$ cat config.mk
export PLATFORM = sky130hd
export DESIGN_NAME = decode_execute_skid_stage
export DESIGN_NICKNAME = d
export VERILOG_FILES = /design/src/rtl/pipe_pkg.sv /design/src/rtl/pipe_payload_reg.sv /design/src/rtl/decode_execute_skid_stage.sv
export SDC_FILE = /design/constraint.sdc
export NUM_CORES = 1
export LEC_CHECK = 0
export BUFFER_PORTS_ARGS = -buffer_cell sky130_fd_sc_hd__buf_2
export CORE_MARGIN = 3
export CORE_UTILIZATION = 55
export DETAILED_ROUTE_END_ITERATION = 10
export PLACE_DENSITY = 0.83
export SYNTH_ARGS = -nofsm -noshare
export SYNTH_HDL_FRONTEND = slang
export SYNTH_HIERARCHICAL = 1
export SYNTH_SLANG_ARGS = --single-unit
$ cat constraint.sdc
create_clock -name clock -period 9.2 [get_ports clock]
set_input_delay 0 -clock clock [delete_from_list [all_inputs] [get_ports clock]]
set_output_delay 0 -clock clock [all_outputs]
set_load 0.01 [all_outputs]
$ cat src/rtl/pipe_pkg.sv
// rtl/pipe_pkg.sv - shared state encoding and default widths for the decode/execute skid stage
package pipe_pkg;

    typedef enum logic [1:0] {
        ST_EMPTY = 2'd0,
        ST_ONE   = 2'd1,
        ST_TWO   = 2'd2
    } pipe_state_e;

    localparam int PC_W       = 16;
    localparam int DATA_W     = 32;
    localparam int ALU_CTRL_W = 6;
    localparam int REG_ADDR_W = 5;

endpackage

$ cat src/rtl/pipe_payload_reg.sv
// rtl/pipe_payload_reg.sv - load-enabled payload register with asynchronous clear
module pipe_payload_reg #(
    parameter int W = 8
) (
    input  logic         clock,
    input  logic         reset,
    input  logic         load,
    input  logic [W-1:0] d,
    output logic [W-1:0] q
);

    always_ff @(posedge clock or posedge reset) begin
        if (reset) begin
            q <= '0;
        end else if (load) begin
            q <= d;
        end
    end

endmodule

$ cat src/rtl/decode_execute_skid_stage.sv
// rtl/decode_execute_skid_stage.sv - ID/EX register with valid/ready handshake, 2-entry skid and flush
module decode_execute_skid_stage
    import pipe_pkg::*;
#(
    parameter int PC_W       = pipe_pkg::PC_W,
    parameter int DATA_W     = pipe_pkg::DATA_W,
    parameter int ALU_CTRL_W = pipe_pkg::ALU_CTRL_W,
    parameter int REG_ADDR_W = pipe_pkg::REG_ADDR_W,
    parameter int CNT_W      = 16
) (
    input  logic                  clock,
    input  logic                  reset,
    input  logic                  flush,
    input  logic                  stall,
    input  logic                  in_valid,
    output logic                  in_ready,
    input  logic [ALU_CTRL_W-1:0] in_alu_ctrl,
    input  logic                  in_next_pc_sel,
    input  logic [PC_W-1:0]       in_target_pc,
    input  logic [PC_W-1:0]       in_pc,
    input  logic                  in_op_b_sel,
    input  logic                  in_mem_wen,
    input  logic                  in_reg_wen,
    input  logic [DATA_W-1:0]     in_rs1_data,
    input  logic [DATA_W-1:0]     in_rs2_data,
    input  logic [DATA_W-1:0]     in_imm,
    input  logic [REG_ADDR_W-1:0] in_wb_reg,
    output logic                  out_valid,
    input  logic                  out_ready,
    output logic [ALU_CTRL_W-1:0] out_alu_ctrl,
    output logic                  out_next_pc_sel,
    output logic [PC_W-1:0]       out_target_pc,
    output logic [PC_W-1:0]       out_pc,
    output logic                  out_op_b_sel,
    output logic                  out_mem_wen,
    output logic                  out_reg_wen,
    output logic [DATA_W-1:0]     out_rs1_data,
    output logic [DATA_W-1:0]     out_rs2_data,
    output logic [DATA_W-1:0]     out_imm,
    output logic [REG_ADDR_W-1:0] out_wb_reg,
    output logic [CNT_W-1:0]      bubble_cnt
);

    localparam int PAY_W = ALU_CTRL_W + 2 * PC_W + 4 + 3 * DATA_W + REG_ADDR_W;

    pipe_state_e      state_q, state_d;
    logic             in_fire, out_fire;
    logic             out_load, skid_load, out_from_skid;
    logic [PAY_W-1:0] in_pay, skid_pay, out_pay, out_d;
    logic             next_pc_sel_q, mem_wen_q, reg_wen_q;

    // in_ready depends only on registered state, never on out_ready
    assign in_ready  = (state_q != ST_TWO);
    assign out_valid = (state_q != ST_EMPTY);
    assign in_fire   = in_valid & in_ready;
    assign out_fire  = out_valid & out_ready & ~stall;

    assign in_pay = {in_alu_ctrl, in_next_pc_sel, in_target_pc, in_pc, in_op_b_sel,
                     in_mem_wen, in_reg_wen, in_rs1_data, in_rs2_data, in_imm, in_wb_reg};
    assign out_d  = out_from_skid ? skid_pay : in_pay;

    always_ff @(posedge clock or posedge reset) begin
        if (reset) begin
            state_q <= ST_EMPTY;
        end else begin
            state_q <= state_d;
        end
    end

    always_comb begin
        state_d       = state_q;
        out_load      = 1'b0;
        skid_load     = 1'b0;
        out_from_skid = 1'b0;
        case (state_q)
            ST_EMPTY: begin
                if (in_fire) begin
                    state_d  = ST_ONE;
                    out_load = 1'b1;
                end
            end
            ST_ONE: begin
                if (in_fire && out_fire) begin
                    out_load = 1'b1;
                end else if (in_fire) begin
                    state_d   = ST_TWO;
                    skid_load = 1'b1;
                end else if (out_fire) begin
                    state_d = ST_EMPTY;
                end
            end
            ST_TWO: begin
                if (out_fire) begin
                    state_d       = ST_ONE;
                    out_load      = 1'b1;
                    out_from_skid = 1'b1;
                end
            end
            default: state_d = ST_EMPTY;
        endcase
        // Payload may still load during a flush; the emptied state masks it
        if (flush) begin
            state_d = ST_EMPTY;
        end
    end

    pipe_payload_reg #(.W(PAY_W)) u_out_entry (
        .clock (clock),
        .reset (reset),
        .load  (out_load),
        .d     (out_d),
        .q     (out_pay)
    );

    pipe_payload_reg #(.W(PAY_W)) u_skid_entry (
        .clock (clock),
        .reset (reset),
        .load  (skid_load),
        .d     (in_pay),
        .q     (skid_pay)
    );

    assign {out_alu_ctrl, next_pc_sel_q, out_target_pc, out_pc, out_op_b_sel,
            mem_wen_q, reg_wen_q, out_rs1_data, out_rs2_data, out_imm, out_wb_reg} = out_pay;

    // Side-effecting controls are masked so an empty slot is a true bubble
    assign out_mem_wen     = mem_wen_q & out_valid;
    assign out_reg_wen     = reg_wen_q & out_valid;
    assign out_next_pc_sel = next_pc_sel_q & out_valid;

    always_ff @(posedge clock or posedge reset) begin
        if (reset) begin
            bubble_cnt <= '0;
        end else if (!out_valid && !flush && (bubble_cnt != {CNT_W{1'b1}})) begin
            bubble_cnt <= bubble_cnt + 1'b1;
        end
    end

endmodule

==> impl_metrics.tcl, run 1 <==
set metrics [dict create \
    worstPathRequired_ns 9.57 \
    yosysUniqueCellTypes 40 \
    ir_drop_mv 0.2370 \
    relSlewSlack 0.2497 \
    coreArea_sq_um 25330 \
    start_util 0.5629 \
    critical_path.top_delay_family "buffers and inverters" \
    cts-root-buf "clkbuf_16" \
    finalCriticalPeriod_ns 2.892 \
    timing.final.crit_share 0.3143 \
    fmax_mhz 345.8 \
    cts.clk_slew.worst_paths_ns 0.06 \
    drc 0 \
    fill_cells 1527 \
    ff_latch_area_sq_um 7607 \
    syn_to_final_growth_pct 29.43 \
    drtIter0Drc 557 \
    htree_levels 2 \
    vias 8944 \
    ioPinCount 310 \
    min_path_type "input port to asynchronous set/reset pin" \
    drive_above_1_share 0.6028 \
    synth_top_area_share 0.5336 \
    ant_nets 0 \
    r2r-end "u_skid_entry/q[140]$_DFFE_PP0P_" \
    cp_common_cell "buf_4" \
    viasPerCell 5.346 \
    synth_compound_area_frac 0.006670 \
    ys_ff_latch 304 \
    grt-ovfl-total 0 \
    cts_made_buffers 34 \
    detail_route.first_pass.iterations 5 \
    synth_cells 869 \
    worst_setup_path_start_kind "flop" \
    hold_viol 0 \
    die_y_um 167.0 \
    finalMaxSlewViolations 0 \
    tns_ns 0 \
    setup_viol 0 \
    muxShareOfSynthArea 0.3983 \
    worstMarginPinSlew_ns 1.125 \
    synth_fp_nets 1019 \
    leakagePower_nw 8.653 \
    fp.dieW_um 167.0 \
    finish.utilization 0.7286 \
    dp_hpwl_um 20220 \
    r2r_cells 5 \
    synth_fa_ha_area_frac 0.0008776 \
    synth_xor_xnor_area_share 0.003686 \
    nets 1472 \
    cts_tree "built" \
    synth_area_leaders "dfrtp_1 53%, mux2_4 22%, mux2_2 17%" \
    rrSetupSlack_ns 6.31 \
    die_area_sq_um 27890 \
    reg2reg_from "state_q[1]$_DFFE_PP0P_" \
    grt_pass1_wl_um 55320 \
    yosysWarningCount 6 \
    yosysSeqAreaShare 0.5336 \
    synth_top_family_by_area "multiplexers" \
    final_common_cell "buf_2" \
    grt_use_total 0.2433 \
    cts_buffer_depth 3 \
    arrival_ns 3.26 \
    portBuffers 309 \
    yosys.area.top_type "dfrtp_1" \
    antenna_found_initial 1 \
    slowest_delay_ns 0.77 \
    yosys.area_share.simple 0.02554 \
    cellPowerDensity_nw_per_um2 223.3 \
    critical_path_class "flop to flop" \
    endpoint_kind "flop" \
    synth_area_per_cell_sq_um 16.41 \
    multi_input_area_sq_um 6222 \
    syn_area_sq_um 14260 \
    globalplace.congestion 0.8121 \
    skew_ns 0.009316 \
    outcome "completed" \
    clock_latency_ns 0.49 \
    cp_cell_sequence "nand2b_1, nor2_4, buf_4, buf_4, mux2_2" \
    wire_per_inst_um 20.51 \
    postCtsSetupBuffers 0 \
    clock-sinks 304 \
    grt_max_degree 144 \
    max_cap_violations 0 \
    wl_um 34310 \
    grt_pass1_vias 10158 \
    cp_max_fo 50 \
    layout_common_cells "309 x buf_2, 304 x dfrtp_1, 221 x mux2_2" \
    rsz0062_at_grt "no" \
    slowest_stage "buf_4" \
    crit_buf_inv 2 \
    rows 58 \
]
==> worst register-to-register path: stages (launching register included) <==
cell      delay, ns
dfrtp_1        0.47
nand2b_1       0.30
nor2_4         0.15
buf_4          0.59
buf_4          0.80
mux2_2         0.46
==> metal layers <==
layer,GRT usage,share of wire,up-vias
li1,-,-,4029
met1,0.3090,0.40,4529
met2,0.4189,0.50,320
met3,0.05483,0.066,66
met4,0.07353,0.028,0
met5,0,0,-
==> stage by stage <==
step / instance area [sq um] / hold slack (ns) / setup WS [ns] / instances / total power, W
2_1_floorplan: 14260 / -0.06143 / 5.362 / 869 / 0.002450
3_3_place_gp: 15900 / 0.2092 / 6.396 / 1468 / 0.002706
3_5_place_dp: 15900 / 0.2226 / 6.336 / 1468 / 0.002757
4_1_cts: 18450 / 0.2454 / 6.312 / 1672 / 0.004131
5_1_grt: 18450 / 0.2817 / 6.186 / 1673 / 0.004309
6_report: 18450 / 0.2758 / 6.308 / 1673 / 0.004120
==> final cells by class <==
class                      count  area share
multi-input combinational    512      0.3372
sequential                   304      0.4123
antenna                        1   0.0001356
clock inverter                 6    0.002983
clock buffer                  50     0.05499
tap                          330     0.02238
inverter                       6    0.001763
timing repair buffer         464      0.1683
==> cells by family (layout without fill, tap and decap cells) <==
logic type      count (synthesis)  count (layout)
mux                           434             434
flops                         304             304
simple gates                   56              56
buf+inv                        53             526
compound gates                 15              15
xor+xnor                        6               6
fa+ha+maj                       1               1
other cells                     0               1
==> synthesized netlist by cell type, drive strengths merged <==
master    n
a311oi    1
a21bo     1
nand2b    4
nor3      4
nor4b     2
o21ai     2
nor4      2
inv       6
nand3     3
and4      1
mux2    434
and2      1
nand2    10
nand3b    2
buf      47
and4b     1
a21o      2
xor2      6
nand4     6
and3      2
a21oi     6
dfrtp   304
ha        1
a211oi    2
nor2     13
nor3b     1
a31oi     1
nor2b     4
==> registers in the layout, summed over array words and instances, names as in the netlist <==
name            cells
u_skid_entry/q    143
u_out_entry/q     143
state_q             2
bubble_cnt         16
==> where the power goes <==
group | internal, W | switching [W] | total [W]
combinational | 0.000569 | 0.000371 | 0.000940
clock | 0.000788 | 0.000516 | 0.00130
sequential | 0.00167 | 0.000209 | 0.00188
==> timing repair <==
action / CTS / global route
hold endpoints to repair: 501 / 0
hold buffers: 148 / 0
gates resized for setup: 0 / 0
setup endpoints to repair: 0 / 0
==> worst max-delay path by stage <==
stage	startpoint	to	cells after the start
6_report	state_q[1]$_DFFE_PP0P_	u_skid_entry/q[140]$_DFFE_PP0P_	5
5_1_grt	state_q[1]$_DFFE_PP0P_	u_skid_entry/q[140]$_DFFE_PP0P_	5
4_1_cts	state_q[1]$_DFFE_PP0P_	u_skid_entry/q[12]$_DFFE_PP0P_	5
3_5_place_dp	state_q[1]$_DFFE_PP0P_	u_skid_entry/q[12]$_DFFE_PP0P_	5
3_3_place_gp	state_q[1]$_DFFE_PP0P_	u_skid_entry/q[140]$_DFFE_PP0P_	5
2_1_floorplan	reset	u_out_entry/q[0]$_DFFE_PP0P_	1
Power figures use the tool's default switching activity.
==> run 2, diff against run 1 <==
--- a/config.mk
+++ b/config.mk
@@ -7,9 +7,9 @@
 export LEC_CHECK = 0
 export BUFFER_PORTS_ARGS = -buffer_cell sky130_fd_sc_hd__buf_2
 export CORE_MARGIN = 3
-export CORE_UTILIZATION = 55
+export CORE_UTILIZATION = 50
 export DETAILED_ROUTE_END_ITERATION = 10
-export PLACE_DENSITY = 0.83
+export PLACE_DENSITY = 0.79
 export SYNTH_ARGS = -nofsm -noshare
 export SYNTH_HDL_FRONTEND = slang
 export SYNTH_HIERARCHICAL = 1
==> constraint.sdc (replaced) <==
create_clock -name clock -period 2.6 [get_ports clock]
set_input_delay 0 -clock clock [delete_from_list [all_inputs] [get_ports clock]]
set_output_delay 0 -clock clock [all_outputs]
set_load 0.01 [all_outputs]
==> run 2 against run 1 <==
  * Non-clock buffer count grew 8
  * Final cell count is 3.7% higher
  * First-iteration DRC count is 31% lower
  * Sequential power grew to 3.5 times the previous value
  * Sequential share of layout area shrank 0.85 points
  * Critical path depth did not move
  * Flip-flop and latch count did not move
  * Global-route usage down 2.0 points
  * Worst setup slack lost 5.9 ns
  * Clock skew is 0.0018 ns lower
  * Clock power rose to 3.9 times the previous value
  * Fmax increased by 31%
  * Largest cell class unchanged
==> impl_metrics.tcl, run 2 (synthesized netlist as in run 1, its figures left out) <==
set metrics [dict create \
    relSlewSlack 0.5140 \
    timing.final.crit_share 0.8461 \
    detail_route.first_pass.iterations 4 \
    reg_top3 "u_out_entry/q: 143 flops, u_skid_entry/q: 143 flops, bubble_cnt: 16 flops" \
    clock-sinks 304 \
    cp_max_fo 73 \
    fin_area_sq_um 18840 \
    fmax_mhz 454.6 \
    portBuffers 309 \
    cts.clk_slew.worst_paths_ns 0.06 \
    grt-ovfl-total 0 \
    worst_setup_path_start_kind "flop" \
    cts_tree "built" \
    critical_path_class "flop to flop" \
    postCtsSetupBuffers 0 \
    outcome "completed" \
    grt_use_total 0.2236 \
    ir_drop_mv 0.6252 \
    tns_ns 0 \
    crit_buf_inv 1 \
    hold_viol 0 \
    grt_pass1_vias 10129 \
    ioPinCount 310 \
    drive_above_1_share 0.6091 \
    cts_made_buffers 35 \
    worstPathRequired_ns 2.98 \
    instances_no_fill 1735 \
    wire_per_inst_um 19.82 \
    fp.dieW_um 174.9 \
    max_cap_violations 0 \
    dpl.cell_count 1523 \
    min_path_type "input port to asynchronous set/reset pin" \
    critical_path.top_delay_family "multiplexers" \
    leakagePower_nw 8.790 \
    cp_common_cell "mux2_2" \
    finalMaxSlewViolations 0 \
    rsz0062_at_grt "no" \
    syn_to_final_growth_pct 32.15 \
    worstMarginPinSlew_ns 0.7282 \
    cp_cell_sequence "nand2b_2, nor2_4, buf_12, mux2_2, mux2_2" \
    dp_hpwl_um 20250 \
    cellPowerDensity_nw_per_um2 799.0 \
    antenna_found_initial 0 \
    setup_viol 0 \
    grt_pass1_wl_um 55550 \
    layout_common_cells "309 x buf_2, 304 x dfrtp_1, 221 x mux2_2" \
    cts-root-buf "clkbuf_16" \
    placed_area_sq_um 16130 \
    slowest_delay_ns 0.47 \
    nets 1481 \
    drtIter0Drc 387 \
    cts_resized 0 \
    coreArea_sq_um 27930 \
    rows 61 \
    start_util 0.5104 \
    arrival_ns 2.58 \
    clock_latency_ns 0.50 \
    skew_ns 0.007546 \
    slowest_stage "dfrtp_1" \
    wl_um 34390 \
    final_common_cell "buf_2" \
    vias 8986 \
    cts_buffer_depth 3 \
    ant_nets 0 \
    finalCriticalPeriod_ns 2.200 \
    globalplace.congestion 0.8799 \
    htree_levels 2 \
    drc 0 \
    endpoint_kind "flop" \
    die_y_um 174.9 \
    viasPerCell 5.179 \
    die_area_sq_um 30580 \
    power_w 0.01505 \
    grt_max_degree 75 \
]
-- run 2: cell types whose count changed in the layout (fill, tap and decap cells not counted), sizes merged --
cell,delta
buf,+7
clkinvlp,+4
bufinv,+2
clkbuf,+2
inv,-2
dlygate4sd3,+1
-- run 2: layout make-up --
cell class	instances	area (sq um)
Tap cell	378	473.0
Clock inverter	10	130.1
Antenna cell	1	2.502
Multi-Input combinational cell	512	6222
Clock buffer	52	1082
Fill cell	1875	9094
Sequential cell	304	7607
Timing Repair Buffer	472	3293
Inverter	6	30.03
-- run 2: worst min-delay path, delay by kind of cell --
family	cells	cell delay (ns)
buf+inv	3	1.04
-- run 2: repair_timing --
action,4_1_cts,5_1_grt
setup endpoints to repair,0,0
hold buffers,149,0
endpoints found under the hold margin,568,0
-- run 2: layer usage --
metal	part of all wire	up-vias	global-route usage
li1	-	4046	-
met2	0.50	311	0.3825
met1	0.40	4547	0.2794
met5	0	-	0
met3	0.067	82	0.05737
met4	0.033	0	0.07081
-- run 2: report_power, final --
group | switching (W) | internal (W) | total (W)
clock network | 0.00191 | 0.00317 | 0.00508
registers | 0.000716 | 0.00590 | 0.00662
logic | 0.00132 | 0.00204 | 0.00335
total | 0.00394 | 0.0111 | 0.0151
-- run 2: final timing paths --
check                           slack (ns)                         endpoint                     startpoint  depth (start not counted)
worst min register to register        0.50    u_out_entry/q[28]$_DFFE_PP0P_  u_out_entry/q[28]$_DFFE_PP0P_                          1
min in group clock                    0.29  u_skid_entry/q[115]$_DFFE_PP0P_                      in_pc[11]                          3
worst max register to register        0.40    u_out_entry/q[46]$_DFFE_PP0P_         state_q[0]$_DFFE_PP0P_                          5
worst min-delay path                  0.12    u_out_entry/q[98]$_DFFE_PP0P_                          reset                          3
max in group asynchronous             1.32   u_skid_entry/q[40]$_DFFE_PP0P_                          reset                          5
worst max-delay path                  0.40    u_out_entry/q[46]$_DFFE_PP0P_         state_q[0]$_DFFE_PP0P_                          5
-- run 2: metrics by stage --
step | setup WS, ns | hold slack [ns] | util
after floorplan | 0.7328 | -0.06143 | -
after global placement | 0.5094 | -0.01982 | 0.5776
after detailed placement | 0.4705 | -0.02128 | 0.5776
after CTS | 0.4545 | 0.08257 | 0.6744
after global routing | 0.3494 | 0.1225 | 0.6744
final | 0.4002 | 0.1229 | 0.6745
==> run 3, diff against run 2 <==
--- a/config.mk
+++ b/config.mk
@@ -7,9 +7,9 @@
 export LEC_CHECK = 0
 export BUFFER_PORTS_ARGS = -buffer_cell sky130_fd_sc_hd__buf_2
 export CORE_MARGIN = 3
-export CORE_UTILIZATION = 50
+export CORE_UTILIZATION = 55
 export DETAILED_ROUTE_END_ITERATION = 10
-export PLACE_DENSITY = 0.79
+export PLACE_DENSITY = 0.83
 export SYNTH_ARGS = -nofsm -noshare
 export SYNTH_HDL_FRONTEND = slang
 export SYNTH_HIERARCHICAL = 1
==> constraint.sdc (replaced) <==
create_clock -name clock -period 2.23 [get_ports clock]
set_input_delay 0 -clock clock [delete_from_list [all_inputs] [get_ports clock]]
set_output_delay 0 -clock clock [all_outputs]
set_load 0.01 [all_outputs]
==> run 3 against run 2 <==
  * Register-to-register slack lost 0.20 ns
  * Highest routed layer unchanged
  * Largest cell class unchanged
  * Critical path type unchanged
  * Non-clock buffer count is 19 higher
  * Sequential power is 17% higher
  * Hold slack better by 0.12 ns
  * Critical path depth up 1
  * Flip-flop and latch count did not move
  * Largest power group unchanged
==> impl_metrics.tcl, run 3 (synthesized netlist as in run 1, its figures left out) <==
set metrics [dict create \
    outcome "completed" \
    grt_pass1_wl_um 57220 \
    setup_viol 0 \
    finalCriticalPeriod_ns 2.034 \
    worst_setup_path_start_kind "flop" \
    p_switching_w 0.004560 \
    clock-sinks 304 \
    clock_latency_ns 0.50 \
    rows 58 \
    drive_above_1_share 0.6098 \
    min_path_type "input port to asynchronous set/reset pin" \
    wl_um 35440 \
    finalMaxSlewViolations 0 \
    htree_levels 2 \
    reg_top3 "u_out_entry/q: 143 flops, u_skid_entry/q: 143 flops, bubble_cnt: 16 flops" \
    switching_share 0.2657 \
    wire_per_inst_um 20.80 \
    final_common_cell "buf_2" \
    hold_viol 0 \
    p_seq_frac 0.451 \
    cts_tree "built" \
    endpoint_kind "flop" \
    cp_cell_sequence "nand2b_2, nor2_4, buf_12, buf_12, mux2_4, mux2_4" \
    grt_use_total 0.2529 \
    worstMarginPinSlew_ns 0.7660 \
    arrival_ns 2.41 \
    antenna_found_initial 3 \
    vias 9119 \
    rsz0062_at_grt "no" \
    grt-ovfl-total 0 \
    fp.dieW_um 167.0 \
    cts-root-buf "clkbuf_16" \
    grt_max_degree 73 \
    detail_route.first_pass.iterations 5 \
    postCtsSetupBuffers 0 \
    timing.final.crit_share 0.9120 \
    cellPowerDensity_nw_per_um2 907.5 \
    dp_hpwl_um 21240 \
    syn_to_final_growth_pct 32.65 \
    tns_ns 0 \
    ant_nets 0 \
    comb_power_share 0.233 \
    worstPathRequired_ns 2.60 \
    portBuffers 309 \
    nets 1499 \
    cts.clk_slew.worst_paths_ns 0.06 \
    slowest_delay_ns 0.50 \
    ioPinCount 310 \
    die_y_um 167.0 \
    slowest_stage "dfrtp_1" \
    placed_area_sq_um 16340 \
    skew_ns 0.01672 \
    fin_area_sq_um 18910 \
    coreArea_sq_um 25330 \
    viasPerCell 5.352 \
    cts_made_buffers 34 \
    relSlewSlack 0.4883 \
    drc 0 \
    start_util 0.5629 \
    drtIter0Drc 486 \
    ir_drop_mv 0.8774 \
    power.share.clock 0.316 \
    layout_common_cells "309 x buf_2, 304 x dfrtp_1, 221 x mux2_2" \
    cp_max_fo 31 \
    max_cap_violations 0 \
    leakagePower_nw 8.858 \
    die_area_sq_um 27890 \
    critical_path_class "flop to flop" \
    grt_pass1_vias 10285 \
    cts_buffer_depth 3 \
    fmax_mhz 491.7 \
    globalplace.congestion 0.8507 \
    internal_power_w 0.01260 \
]
## run 3: cell count changes in the layout (fill, tap and decap cells not counted)
cell	change
buf_4	+11
buf_12	+9
clkbuf_1	+6
clkbuf_8	-5
bufinv_16	-2
clkinvlp_4	-2
diode_2	+2
clkinv_2	-1
dlygate4sd3_1	-1
## run 3: final cells by class
cell class	instances	area, sq um
clock inverters	5	50.05
flip-flops and latches	304	7607
repair buffers	491	3546
diodes	3	7.507
clock buffers	53	1036
inverters	6	30.03
multi-input cells	512	6222
fillers	1476	6415
well taps	330	412.9
## run 3: repair_timing
action                                 in CTS  in global routing
endpoints found under the hold margin     473                  0
setup endpoints to repair                   0                  0
resized for setup                           0                  0
hold buffers                              148                  0
## run 3: path summary, 6_finish.rpt
path,startpoint,end,slack [ns],cells past startpoint
min,reset,u_out_entry/q[92]$_DFFE_PP0P_,0.24,3
max reg2reg,state_q[1]$_DFFE_PP0P_,u_out_entry/q[104]$_DFFE_PP0P_,0.20,6
min in group clock,in_rs1_data[4],u_skid_entry/q[73]$_DFFE_PP0P_,0.28,3
max in group asynchronous,reset,u_out_entry/q[48]$_DFFE_PP0P_,1.27,4
min reg2reg,u_out_entry/q[55]$_DFFE_PP0P_,u_out_entry/q[55]$_DFFE_PP0P_,0.50,1
max,state_q[1]$_DFFE_PP0P_,u_out_entry/q[104]$_DFFE_PP0P_,0.20,6
## run 3: metal layers
metal	up-vias	track usage	share of wire	wire length [um]
li1	4092	-	-	-
met5	-	0	0	0
met2	341	0.4324	0.50	17810
met3	66	0.07097	0.077	2714
met4	0	0.07245	0.025	893
met1	4620	0.3163	0.40	14030
## run 3: worst max-delay path: cells and delay by family (launching register included)
kind	cells	cell delay [ns]
buf+inv	2	0.47
flops	1	0.50
mux	2	0.60
simple gates	2	0.31
## run 3: power by group through the flow
stage / registers (W) / logic [W] / clock network [W]
final: 0.00774 / 0.00400 / 0.00542
after global routing: 0.00791 / 0.00426 / 0.00579
after CTS: 0.00768 / 0.00397 / 0.00556
after detailed placement: 0.00774 / 0.00373 / 0
after global placement: 0.00766 / 0.00361 / 0
after floorplan: 0.00782 / 0.00229 / 0
## run 3: per-stage QoR
step / power [W] / hold WS, ns / worst slack, ns / utilization / std cells
2_1_floorplan: 0.01011 / -0.06143 / 0.3628 / - / 869
3_3_place_gp: 0.01128 / 0.1889 / 0.2564 / 0.6450 / 1495
3_5_place_dp: 0.01147 / 0.1934 / 0.2218 / 0.6450 / 1495
4_1_cts: 0.01721 / 0.2148 / 0.1966 / 0.7464 / 1701
5_1_grt: 0.01796 / 0.2585 / 0.1040 / 0.7466 / 1703
6_report: 0.01716 / 0.2406 / 0.1962 / 0.7467 / 1704
